$ cat config.mk
export PLATFORM = sky130hd
export DESIGN_NAME = rr_arb_mux
export DESIGN_NICKNAME = d
export VERILOG_FILES = /design/src/rtl/rr_arb_mux.sv
export SDC_FILE = /design/constraint.sdc
export NUM_CORES = 1
export LEC_CHECK = 0
export BUFFER_PORTS_ARGS = -buffer_cell sky130_fd_sc_hd__clkbuf_2
export CAP_MARGIN = 20
export CORE_MARGIN = 4
export CORE_UTILIZATION = 35
export CTS_CLUSTER_DIAMETER = 40
export DETAILED_ROUTE_END_ITERATION = 7
export PLACE_DENSITY_LB_ADDON = 0.25
export SLEW_MARGIN = 20
export SYNTH_ARGS = -nofsm -noshare
export SYNTH_HDL_FRONTEND = slang
export SYNTH_SLANG_ARGS = --single-unit
$ cat constraint.sdc
create_clock -name clk -period 5.1 [get_ports clk]
set_input_delay 0.255 -clock clk [delete_from_list [all_inputs] [get_ports clk]]
set_output_delay 0.255 -clock clk [all_outputs]
set_load 0.1 [all_outputs]
$ cat src/rtl/rr_arb_mux.sv
// N-to-1 channel mux with direct-select or round-robin grant, feeding a
// single-entry output register with valid/ready handshakes on both sides.
module rr_arb_mux #(
  parameter int unsigned WIDTH    = 8,
  parameter int unsigned CHANNELS = 8,
  parameter int unsigned SEL_W    = 3
) (
  input  logic                      clk,
  input  logic                      reset,
  input  logic                      mode,
  input  logic [SEL_W-1:0]          sel,
  input  logic [CHANNELS-1:0]       in_valid,
  input  logic [CHANNELS*WIDTH-1:0] in_data,
  output logic [CHANNELS-1:0]       in_ready,
  output logic                      out_valid,
  output logic [WIDTH-1:0]          out_data,
  output logic [SEL_W-1:0]          out_chan,
  input  logic                      out_ready
);

  localparam int unsigned PadW = 2 ** SEL_W;

  logic [SEL_W-1:0] ptr_q;
  logic             out_valid_q;
  logic [WIDTH-1:0] out_data_q;
  logic [SEL_W-1:0] out_chan_q;

  logic [SEL_W-1:0] grant;
  logic             grant_valid;
  logic             load_en;
  logic             in_xfer;
  logic [PadW-1:0]  valid_pad;
  logic [PadW-1:0]  ready_pad;
  logic [WIDTH-1:0] grant_data;

  // Padding to the full select range lets out-of-range sel read as "not valid".
  always_comb begin : grant_search
    int unsigned idx;
    valid_pad                 = '0;
    valid_pad[CHANNELS-1:0]   = in_valid;
    grant                     = '0;
    grant_valid               = 1'b0;
    idx                       = 0;
    if (!mode) begin
      if ((32'(sel) < CHANNELS) && valid_pad[sel]) begin
        grant       = sel;
        grant_valid = 1'b1;
      end
    end else begin
      // Search starts just after the last granted channel; ptr itself is last.
      for (int unsigned i = 1; i <= CHANNELS; i++) begin
        idx = 32'(ptr_q) + i;
        if (idx >= CHANNELS) idx = idx - CHANNELS;
        if (!grant_valid && valid_pad[idx[SEL_W-1:0]]) begin
          grant       = idx[SEL_W-1:0];
          grant_valid = 1'b1;
        end
      end
    end
  end

  always_comb begin
    load_en          = !out_valid_q || out_ready;
    ready_pad        = '0;
    ready_pad[grant] = load_en && grant_valid && !reset;
    in_ready         = ready_pad[CHANNELS-1:0];
    in_xfer          = |in_ready;
    grant_data       = in_data[32'(grant)*WIDTH +: WIDTH];
  end

  always_ff @(posedge clk) begin
    if (reset) begin
      out_valid_q <= 1'b0;
      out_data_q  <= '0;
      out_chan_q  <= '0;
      ptr_q       <= SEL_W'(CHANNELS - 1);
    end else if (in_xfer) begin
      out_valid_q <= 1'b1;
      out_data_q  <= grant_data;
      out_chan_q  <= grant;
      ptr_q       <= grant;
    end else if (out_valid_q && out_ready) begin
      out_valid_q <= 1'b0;
    end
  end

  assign out_valid = out_valid_q;
  assign out_data  = out_data_q;
  assign out_chan  = out_chan_q;

endmodule
==> metrics.yaml, run 1 <==
status:
  status: "completed"
logic_synthesis:
  async_flop_share_pct: 0
  yosys.cell_types.count: 66
  synth_flop_cell: "dfxtp_1"
  yosys.area_share.simple_pct: 22.5
  yosys-top-cells-area: "mux4_2, dfxtp_1, mux2_2"
  avgSynthCellArea_um2: 8.68
  synthCells: 302
  synth_edf_count: 0
  synth_top_area_share_pct: 14.6
  syn_area_um2: 2620
  synth_fp_nets: 383
  synthXorXnorAreaFrac_pct: 1.24
  synth_adder_area_share_pct: 0.955
  synth.area.mux_share_pct: 29.0
  synth-seq-cells: 15
  synth_top_family_by_area: "multiplexers"
  yosysSeqAreaShare_pct: 11.5
  synth_area_leader_cell: "mux4_2"
  yosysWarnings: 0
  synth_compound_area_share_pct: 26.8
hold_path:
  hold_path_class: "primary input to flip-flop"
finish:
  antenna_cells: 0
  drive_above_1_share_pct: 44.3
  num-nets-final: 468
  finalNonFillerCells: 485
  area_delta_synth_final_pct: 27.2
  mostFrequentLayoutCells: "clkbuf_2, mux2_2, nand2_1"
  final_common_cell: "clkbuf_2"
floorplan:
  die_area_um2: 8930
  start_util_pct: 36.1
  fp.dieH_um: 94.5
  coreArea_um2: 7250
  rows: 31
  pin_count: 99
  chipWidth_um: 94.5
clock_tree:
  cts_resized: 0
  clk_latency_ns: 0.25
  tritoncts: "built"
  hold_buffers: 0
  path_clk_slew_ns: 0.07
  clockBufferDepth: 2
  cts_max_level: 1
  cts_made_buffers: 3
  cts-root-buf: "clkbuf_8"
  cts.sinks: 15
  cts_setup_buffers: 0
worst_setup_path:
  crit_family: "simple AND/OR/NAND/NOR gates"
  crit_path_end_kind: "output port"
  cp.required_ns: 4.85
  crit_arrival_ns: 4.18
  crit_path_cell_trace: "inv_2, ha_1, xor2_2, mux4_2, o221a_2, nor4_4, a31o_2, o22ai_1, or2_1, or3_1, nor2_1, buf_12"
  slowest_stage: "mux4_2"
  path_max_fanout: 7
  path_class: "flip-flop to output port"
  slowest_delay_ns: 0.56
  path_buf_inv: 2
  startpoint_type: "flip-flop"
pwr:
  p_leak_uw: 0.00139
  vdd_drop_max_v: 0.000123
  power.density_nw_per_um2: 339
global_routing:
  grt_pass1_wl_mm: 13.4
  gr-total-overflow: 0
  use_met1_pct: 24.8
  grt_util_all_layers_pct: 18.8
  first_global_vias: 2692
  met2_usage_pct: 30.7
  antenna_found_initial: 0
  grt_max_degree: 25
  use_met3_pct: 2.47
  grt_busiest_layer: "met2"
placement:
  numPortBuffers: 98
  dp_slack_ns: 0.922
  dp.cells: 481
  gp_congestion: 0.981
  dp_hpwl_mm: 6.79
sta:
  slew-limit-headroom_pct: 46.7
  finClkSkew_ns: 0.000409
  fmax_mhz: 225
  fin_crit_ns: 4.43
  finalCritPeriodShare_pct: 87.0
  setup_ws_ns: 0.665
  worst_pin_slew_ns: 0.798
  rsz0062_at_grt: "no"
  slew_viol_final: 0
  finalHoldViolations: 0
  setup_violations: 0
job:
  cap_violations: 0
routing:
  remaining_drc_errors: 0
  drt-initial-drc-count: 139
  wl_per_cell_um: 17.8
  detail_route.wirelength_mm: 8.64
  ant_nets: 0
  num_vias: 2917
  viasPerCell: 6.01
  dr.pass1.iters: 4
## through the flow
step	TNS [ns]	hold WS [ns]	cell area, um2	power [uW]	utilization [%]
after detailed placement	0	0.446	3290	1030	45.3
after global routing	0	0.280	3330	1200	45.9
final	0	0.259	3330	1130	45.9
after floorplan	-3.26	0.324	2620	840	-
after global placement	0	0.444	3290	1020	45.3
after CTS	0	0.254	3330	1130	45.9
## flip-flops by register name, summed over array words and instances, names as in the netlist
register / count
out_chan: 3
out_data: 8
out_valid: 1
ptr_q: 3
## logic make-up (layout without fill, tap and decap cells)
kind of cell,Yosys count,in the layout
and+or+nand+nor,106,106
AOI/OAI and AO/OA,85,85
muxes,48,48
buffers and inverters,44,128
DFF,15,15
adders and majority gates,2,2
xor gates and xnor gates,2,2
## cell type report
cell class	count	area [um2]
timing repair buffer	109	693
sequential	15	300
clock buffer	4	45.0
inverter	15	56.3
tap	99	124
fill	751	3920
multi-input combinational	243	2110
## per-layer routing
layer,wire length [um],vias to the layer above
met5,0,-
met2,4060,142
met3,646,22
met4,309,0
li1,-,1383
met1,3630,1370
## power by group
| part | total, uW | leakage [uW] | switching (uW) | internal (uW) |
|---|---|---|---|---|
| Sequential | 159 | 0.000124 | 15.3 | 144 |
| Combinational | 867 | 0.00124 | 559 | 307 |
| Clock | 103 | 0.0000228 | 47.6 | 55.6 |
| Total | 1130 | 0.00139 | 622 | 506 |
## Yosys cell counts (all sizes together), types with 2 or more instances
cell    number
o21ai        5
nand3       16
mux4        19
nor2b        2
inv         15
or4          2
a21o         4
o211ai      19
or3          2
dfxtp       15
buf         16
and4         8
a32oi        2
and2         4
o32ai        8
a21oi        8
nand2b       3
ha           2
mux2        25
nor2        13
or2          5
a221oi       3
a22oi       10
nand2       21
nor4        10
o22ai       10
a31oi        3
nor3        18
a221o        2
clkbuf      13
mux2i        4
## worst register-to-register path, stage by stage (launching register included)
cell     delay, ns
dfxtp_1       0.34
inv_2         0.08
ha_1          0.70
mux4_2        0.63
or2_1         0.33
nor3_1        0.30
a31oi_1       0.13
a21o_1        0.33
o21ai_4       0.22
buf_4         0.24
mux2_2        0.36
o22ai_1       0.20
o32ai_1       0.11
## path summary, 6_finish.rpt
| kind | end | start | cells after the start | slack (ns) |
|---|---|---|---|---|
| worst max-delay path | in_ready[0] | ptr_q[0] | 12 | 0.67 |
| worst min-delay path | out_chan[2] | reset | 2 | 0.26 |
| worst max register to register | out_data[6] | ptr_q[0] | 12 | 0.99 |
| worst min register to register | out_data[3] | out_data[3] | 2 | 0.46 |
(Power assumes the default switching activity.)
==> inputs of run 2 (changes only) <==
--- a/config.mk
+++ b/config.mk
@@ -5,12 +5,12 @@
 export SDC_FILE = /design/constraint.sdc
 export NUM_CORES = 1
 export LEC_CHECK = 0
-export BUFFER_PORTS_ARGS = -buffer_cell sky130_fd_sc_hd__clkbuf_2
 export CAP_MARGIN = 20
 export CORE_MARGIN = 4
 export CORE_UTILIZATION = 35
-export CTS_CLUSTER_DIAMETER = 40
+export CTS_CLUSTER_DIAMETER = 200
 export DETAILED_ROUTE_END_ITERATION = 7
+export DONT_BUFFER_PORTS = 1
 export PLACE_DENSITY_LB_ADDON = 0.25
 export SLEW_MARGIN = 20
 export SYNTH_ARGS = -nofsm -noshare
==> run 2 against run 1 <==
Against the previous run:
- first-iteration DRC count shrank 4.3%
- global-route usage shrank 1.9 points
- routed wire length is 11% lower
- sequential power rose by 110%
- register-to-register slack worse by 0.15 ns
- final area down 13%
- worst hold slack got worse by 0.20 ns
- via count down 14%
- sequential cell count did not move
- clock power fell by 6%
- combinational power is 28% lower
- power is 6.8% lower
- largest power group unchanged
==> metrics.yaml, run 2 (synthesis results as in run 1) <==
routing:
  viasPerCell: 6.41  # +6.6%
  num_vias: 2500  # -14%
  remaining_drc_errors: 0  # unchanged
  ant_nets: 0  # unchanged
  wl_per_cell_um: 19.7  # +11%
  dr.pass1.iters: 4  # unchanged
  drt-initial-drc-count: 133  # -4.3%
  detail_route.wirelength_mm: 7.68  # -11%
clock_tree:
  cts_made_buffers: 3  # unchanged
  tritoncts: "built"
  cts_setup_buffers: 0  # unchanged
  clk_latency_ns: 0.25  # about the same
  cts.sinks: 15  # unchanged
  cts-root-buf: "clkbuf_8"
  clockBufferDepth: 2  # unchanged
  path_clk_slew_ns: 0.06  # about the same
  cts_max_level: 1  # unchanged
  cts_resized: 0  # unchanged
  hold_buffers: 0  # unchanged
sta:
  worst_pin_slew_ns: 1.02  # +0.221 ns
  fmax_mhz: 213  # -5.5%
  finClkSkew_ns: 0.00237  # +0.00197 ns
  slew-limit-headroom_pct: 32.0  # -15 points
  setup_ws_ns: 0.409  # -0.257 ns
  finalCritPeriodShare_pct: 92.0  # +5.0 points
  setup_violations: 0  # unchanged
  slew_viol_final: 0  # unchanged
  fin_crit_ns: 4.69  # +0.257 ns
  rsz0062_at_grt: "no"
  finalHoldViolations: 0  # unchanged
placement:
  dp_slack_ns: 0.707  # -0.215 ns
  dp_hpwl_mm: 6.08  # -10%
  dp.cells: 386  # -20%
  gp_congestion: 0.904  # -7.9%
  dpl_cell_area_um2: 2850  # -13%
  numPortBuffers: 0  # -100%
worst_setup_path:
  path_class: "flip-flop to output port"
  path_max_fanout: 20  # +13
  cp.required_ns: 4.85  # about the same
  crit_path_end_kind: "output port"
  path_buf_inv: 2  # unchanged
  crit_family: "simple AND/OR/NAND/NOR gates"
  rrSetupSlack_ns: 0.84  # -0.15 ns
  crit_arrival_ns: 4.44  # +0.26 ns
  crit_path_cell_trace: "xor2_2, mux4_2, o221a_2, nor4_4, a31o_2, nor4_1, buf_4, or2_1, or3_1, nor2_2, buf_12"
  slowest_delay_ns: 0.90  # +0.34 ns
  startpoint_type: "flip-flop"
  slowest_stage: "dfxtp_1"
pwr:
  power.density_nw_per_um2: 363  # +7.2%
  power_uw: 1050  # -6.8%
  internal_power_uw: 465  # -8.2%
  p_leak_uw: 0.00101  # -28%
  vdd_drop_max_v: 0.000166  # +35%
  p_clk_share_pct: 9.2  # about the same
  switching_share_pct: 55.8  # +0.69 points
  switchingPower_uw: 587  # -5.6%
  p_comb_share_pct: 59.1  # -18 points
  pwr-share-seq_pct: 31.8  # +18 points
finish:
  mostFrequentLayoutCells: "mux2_2, nand2_1, mux4_2, o211ai_1"
  largest_register_ffs: 8  # unchanged
  drive_above_1_share_pct: 28.5  # -16 points
  final_common_cell: "mux2_2"
  num-nets-final: 373  # -20%
  area_delta_synth_final_pct: 10.6
  fin_area_um2: 2900  # -13%
  finalNonFillerCells: 390  # -20%
  antenna_cells: 0  # unchanged
status:
  status: "completed"
floorplan:
  coreArea_um2: 7250  # unchanged
  die_area_um2: 8930  # unchanged
  fp.dieH_um: 94.5  # unchanged
  pin_count: 99  # unchanged
  rows: 31  # unchanged
  start_util_pct: 36.1  # unchanged
  chipWidth_um: 94.5  # unchanged
global_routing:
  grt_pass1_wl_mm: 12.3  # -8.4%
  first_global_vias: 2415  # -10%
  gr-total-overflow: 0  # unchanged
  grt_util_all_layers_pct: 16.9  # -1.9 points
  antenna_found_initial: 0  # unchanged
  grt_max_degree: 25  # unchanged
hold_path:
  hold_path_class: "primary input to flip-flop"
job:
  cap_violations: 0  # unchanged
run 2: cell types whose count changed in the layout (fill, tap and decap cells not counted), moves of 3 or more:
cell | previous run | this run
buf_12 | 8 | 4
buf_4 | 11 | 6
clkbuf_2 | 90 | 0
nor3_1 | 17 | 13
nor3_2 | 1 | 5
nor2_2 | 1 | 4
nor2_1 | 12 | 9
run 2: area by class of cell:
| type | instances | area [um2] |
|---|---|---|
| Inverter | 15 | 56.3 |
| Multi-Input combinational cell | 243 | 2140 |
| Fill cell | 748 | 4360 |
| Tap cell | 99 | 124 |
| Clock buffer | 4 | 45.0 |
| Sequential cell | 15 | 300 |
| Timing Repair Buffer | 14 | 230 |
run 2: worst register-to-register path: cells and delay by family (launching register included):
family | cells | cell delay [ns]
multiplexers | 2 | 0.98
adder cells (fa/ha/maj) | 1 | 0.71
buffers and inverters | 2 | 0.38
flip-flops | 1 | 0.33
AND/OR/NAND/NOR | 2 | 0.64
AO/OA/AOI/OAI | 5 | 1.09
run 2: final timing paths:
check,cells after the start,start,to
setup reg to reg,12,ptr_q[1],out_data[7]
hold / removal,1,reset,out_chan[0]
hold reg to reg,3,ptr_q[1],ptr_q[1]
setup / recovery,11,ptr_q[2],in_ready[4]
run 2: per-stage QoR:
step,utilization [%],hold WS (ns),TNS (ns)
floorplan,-,0.324,-3.26
global placement,39.3,0.329,0
detailed placement,39.3,0.328,0
CTS,39.9,0.0577,0
global route,39.9,0.0547,0
finish,39.9,0.0634,0
run 2: power groups by stage:
stage	Sequential, uW	Clock, uW	Combinational (uW)
2_1_floorplan	325	0	515
3_3_place_gp	336	0	620
3_5_place_dp	336	0	621
4_1_cts	334	101	623
5_1_grt	339	106	680
6_report	334	96.7	621
run 2: routing by layer:
layer | share of wire, % | GRT usage [%]
met1 | 42 | 23.5
met2 | 48 | 27.8
met3 | 9.0 | 3.51
met4 | 1.2 | 2.28
met5 | 0 | 0
==> inputs of run 3 (changes only) <==
==> constraint.sdc (replaced) <==
create_clock -name clk -period 5.1 [get_ports clk]
set_input_delay 1.53 -clock clk [delete_from_list [all_inputs] [get_ports clk]]
set_output_delay 1.53 -clock clk [all_outputs]
set_load 0.1 [all_outputs]
==> run 3 against run 2 <==
Against the previous run:
- the flow now finishes with violations (negative setup slack)
- routed wire length rose by 13%
- critical path depth decreased by 1
- combinational power increased by 37%
- worst setup slack worse by 0.83 ns
- core utilization up 9.2 points
- global-route usage rose by 2.0 points
- clock skew fell by 0.0015 ns
- fmax down 15%
- largest cell class unchanged
- largest power group unchanged
- highest routed layer unchanged
==> metrics.yaml, run 3 (synthesis results as in run 1) <==
status:
  status: "finished, violations left"
  failed_checks: "negative setup slack"
worst_setup_path:
  startpoint_type: "primary input"
  crit_path_end_kind: "output port"
  r2r_cells: 15  # +3
  crit_path_end: "in_ready[4]"
  path_max_fanout: 12  # -40%
  crit_arrival_ns: 3.99  # -0.45 ns
  path_class: "primary input to output port"
  rrSetupSlack_ns: 0.98  # +0.14 ns
  cp.required_ns: 3.57  # -1.28 ns
  crit-reg2reg-launch: "ptr_q[1]"
  crit_start: "in_valid[1]"
  reg2reg_to: "out_data[5]"
floorplan:
  start_util_pct: 36.1  # unchanged
  fp.dieH_um: 94.5  # unchanged
  pin_count: 99  # unchanged
  chipWidth_um: 94.5  # unchanged
  rows: 31  # unchanged
  die_area_um2: 8930  # unchanged
  coreArea_um2: 7250  # unchanged
sta:
  slew-limit-headroom_pct: 34.4  # +2.4 points
  worst_pin_slew_ns: 0.983  # -0.0362 ns
  finClkSkew_ns: 0.000864  # -0.00151 ns
  finalCritPeriodShare_pct: 108  # +16 points
  rsz0062_at_grt: "yes"
  fin_crit_ns: 5.52  # +0.830 ns
  finalSetupTns_ns: -3.04  # -3.04 ns
  setup_violations: 8  # +8
  finalHoldViolations: 0  # unchanged
  setup_ws_ns: -0.421  # -0.830 ns
  slew_viol_final: 0  # unchanged
  fmax_mhz: 181  # -15%
clock_tree:
  clockBufferDepth: 2  # unchanged
  cts.sinks: 15  # unchanged
  cts_made_buffers: 3  # unchanged
  cts-root-buf: "clkbuf_8"
  tritoncts: "built"
  cts_max_level: 1  # unchanged
  clk_latency_ns: 0.25  # about the same
  path_clk_slew_ns: 0.06  # about the same
hold_path:
  hold_path_class: "flip-flop to flip-flop"
  hold_depth: 1  # unchanged
routing:
  dr.pass1.iters: 4  # unchanged
  viasPerCell: 6.08  # -5.2%
  remaining_drc_errors: 0  # unchanged
  ant_nets: 0  # unchanged
  wl_per_cell_um: 19.2  # -2.7%
  detail_route.wirelength_mm: 8.65  # +13%
  num_vias: 2740  # +9.6%
  drt-initial-drc-count: 114  # -14%
placement:
  dpl_cell_area_um2: 3290  # +15%
  dp.cells: 433  # +12%
  dp_hpwl_mm: 6.79  # +12%
  gp_congestion: 0.907  # +0.28%
  dp_slack_ns: -0.569  # -1.28 ns
  numPortBuffers: 0  # unchanged
global_routing:
  first_global_vias: 2597  # +7.5%
  gr-total-overflow: 0  # unchanged
  grt_busiest_layer: "met2"
  use_met3_pct: 4.06  # +0.56 points
  use_met1_pct: 24.5  # +0.99 points
  grt_util_all_layers_pct: 18.9  # +2.0 points
  grt_pass1_wl_mm: 13.6  # +10%
  met2_usage_pct: 32.8  # +5.0 points
  antenna_found_initial: 0  # unchanged
  grt_max_degree: 25  # unchanged
finish:
  area_delta_synth_final_pct: 36.1
  drive_above_1_share_pct: 46.6  # +18 points
  largest_register_ffs: 8  # unchanged
  final_common_cell: "buf_4"
  num-nets-final: 434  # +16%
  antenna_cells: 0  # unchanged
  mostFrequentLayoutCells: "buf_4, mux2_2, nand2_1, mux4_2, o211ai_1"
  finalNonFillerCells: 451  # +16%
  fin_area_um2: 3560  # +23%
pwr:
  power.density_nw_per_um2: 358  # -1.4%
  p_leak_uw: 0.00134  # +34%
  power_uw: 1280  # +21%
  vdd_drop_max_v: 0.000139  # -16%
job:
  cap_violations: 0  # unchanged
==> run 3: cell types whose count changed in the layout (fill, tap and decap cells not counted), sizes merged <==
cell | before | now
buf | 12 | 75
clkbuf | 6 | 4
==> run 3: per-layer routing <==
metal / routed length, um / vias to the layer above / share of wire (%)
met4: 129 / 0 / 1.5
met2: 4360 / 114 / 50
met1: 3520 / 1291 / 41
li1: - / 1322 / -
met3: 646 / 13 / 7.5
met5: 0 / - / 0
==> run 3: stage by stage <==
stage          hold WS [ns]  util [%]
2_1_floorplan         0.877         -
4_1_cts               0.714      47.9
3_5_place_dp          0.667      45.4
3_3_place_gp          0.661      45.4
5_1_grt               0.744      49.1
6_report              0.695      49.1
==> run 3: how the worst min path moves through the flow <==
stage | from | to | slack [ns]
final | ptr_q[2] | ptr_q[2] | 0.70
after global placement | ptr_q[2] | ptr_q[2] | 0.66
after floorplan | ptr_q[2] | ptr_q[2] | 0.88
after CTS | ptr_q[2] | ptr_q[2] | 0.71
after detailed placement | ptr_q[2] | ptr_q[2] | 0.67
after global routing | ptr_q[2] | ptr_q[2] | 0.74
==> run 3: critical path: stages <==
cell and delay, ns:
mux4_2 0.46, mux2_4 0.29, or2_4 0.28, nor4_4 0.18, a31o_4 0.22, o22ai_2 0.08
or2_1 0.25, or3_4 0.40, nor2_4 0.12, buf_12 0.18
==> run 3: report_power, final <==
group	total, uW	switching (uW)	internal (uW)
combinational	851	436	415
sequential	329	185	143
clock	97.1	41.8	55.4
==> run 3: layout make-up <==
class | instances | area, um2
Fill cell | 698 | 3690
Timing Repair Buffer | 75 | 714
Sequential cell | 15 | 300
Tap cell | 99 | 124
Clock buffer | 4 | 45.0
Multi-Input combinational cell | 243 | 2320
Inverter | 15 | 56.3
==> run 3: timing repair <==
action	4_1_cts	5_1_grt
endpoints found under the setup margin	8	8
resized for setup	13	10
pin swaps	22	5
setup buffers	8	6
hold buffers	0	0
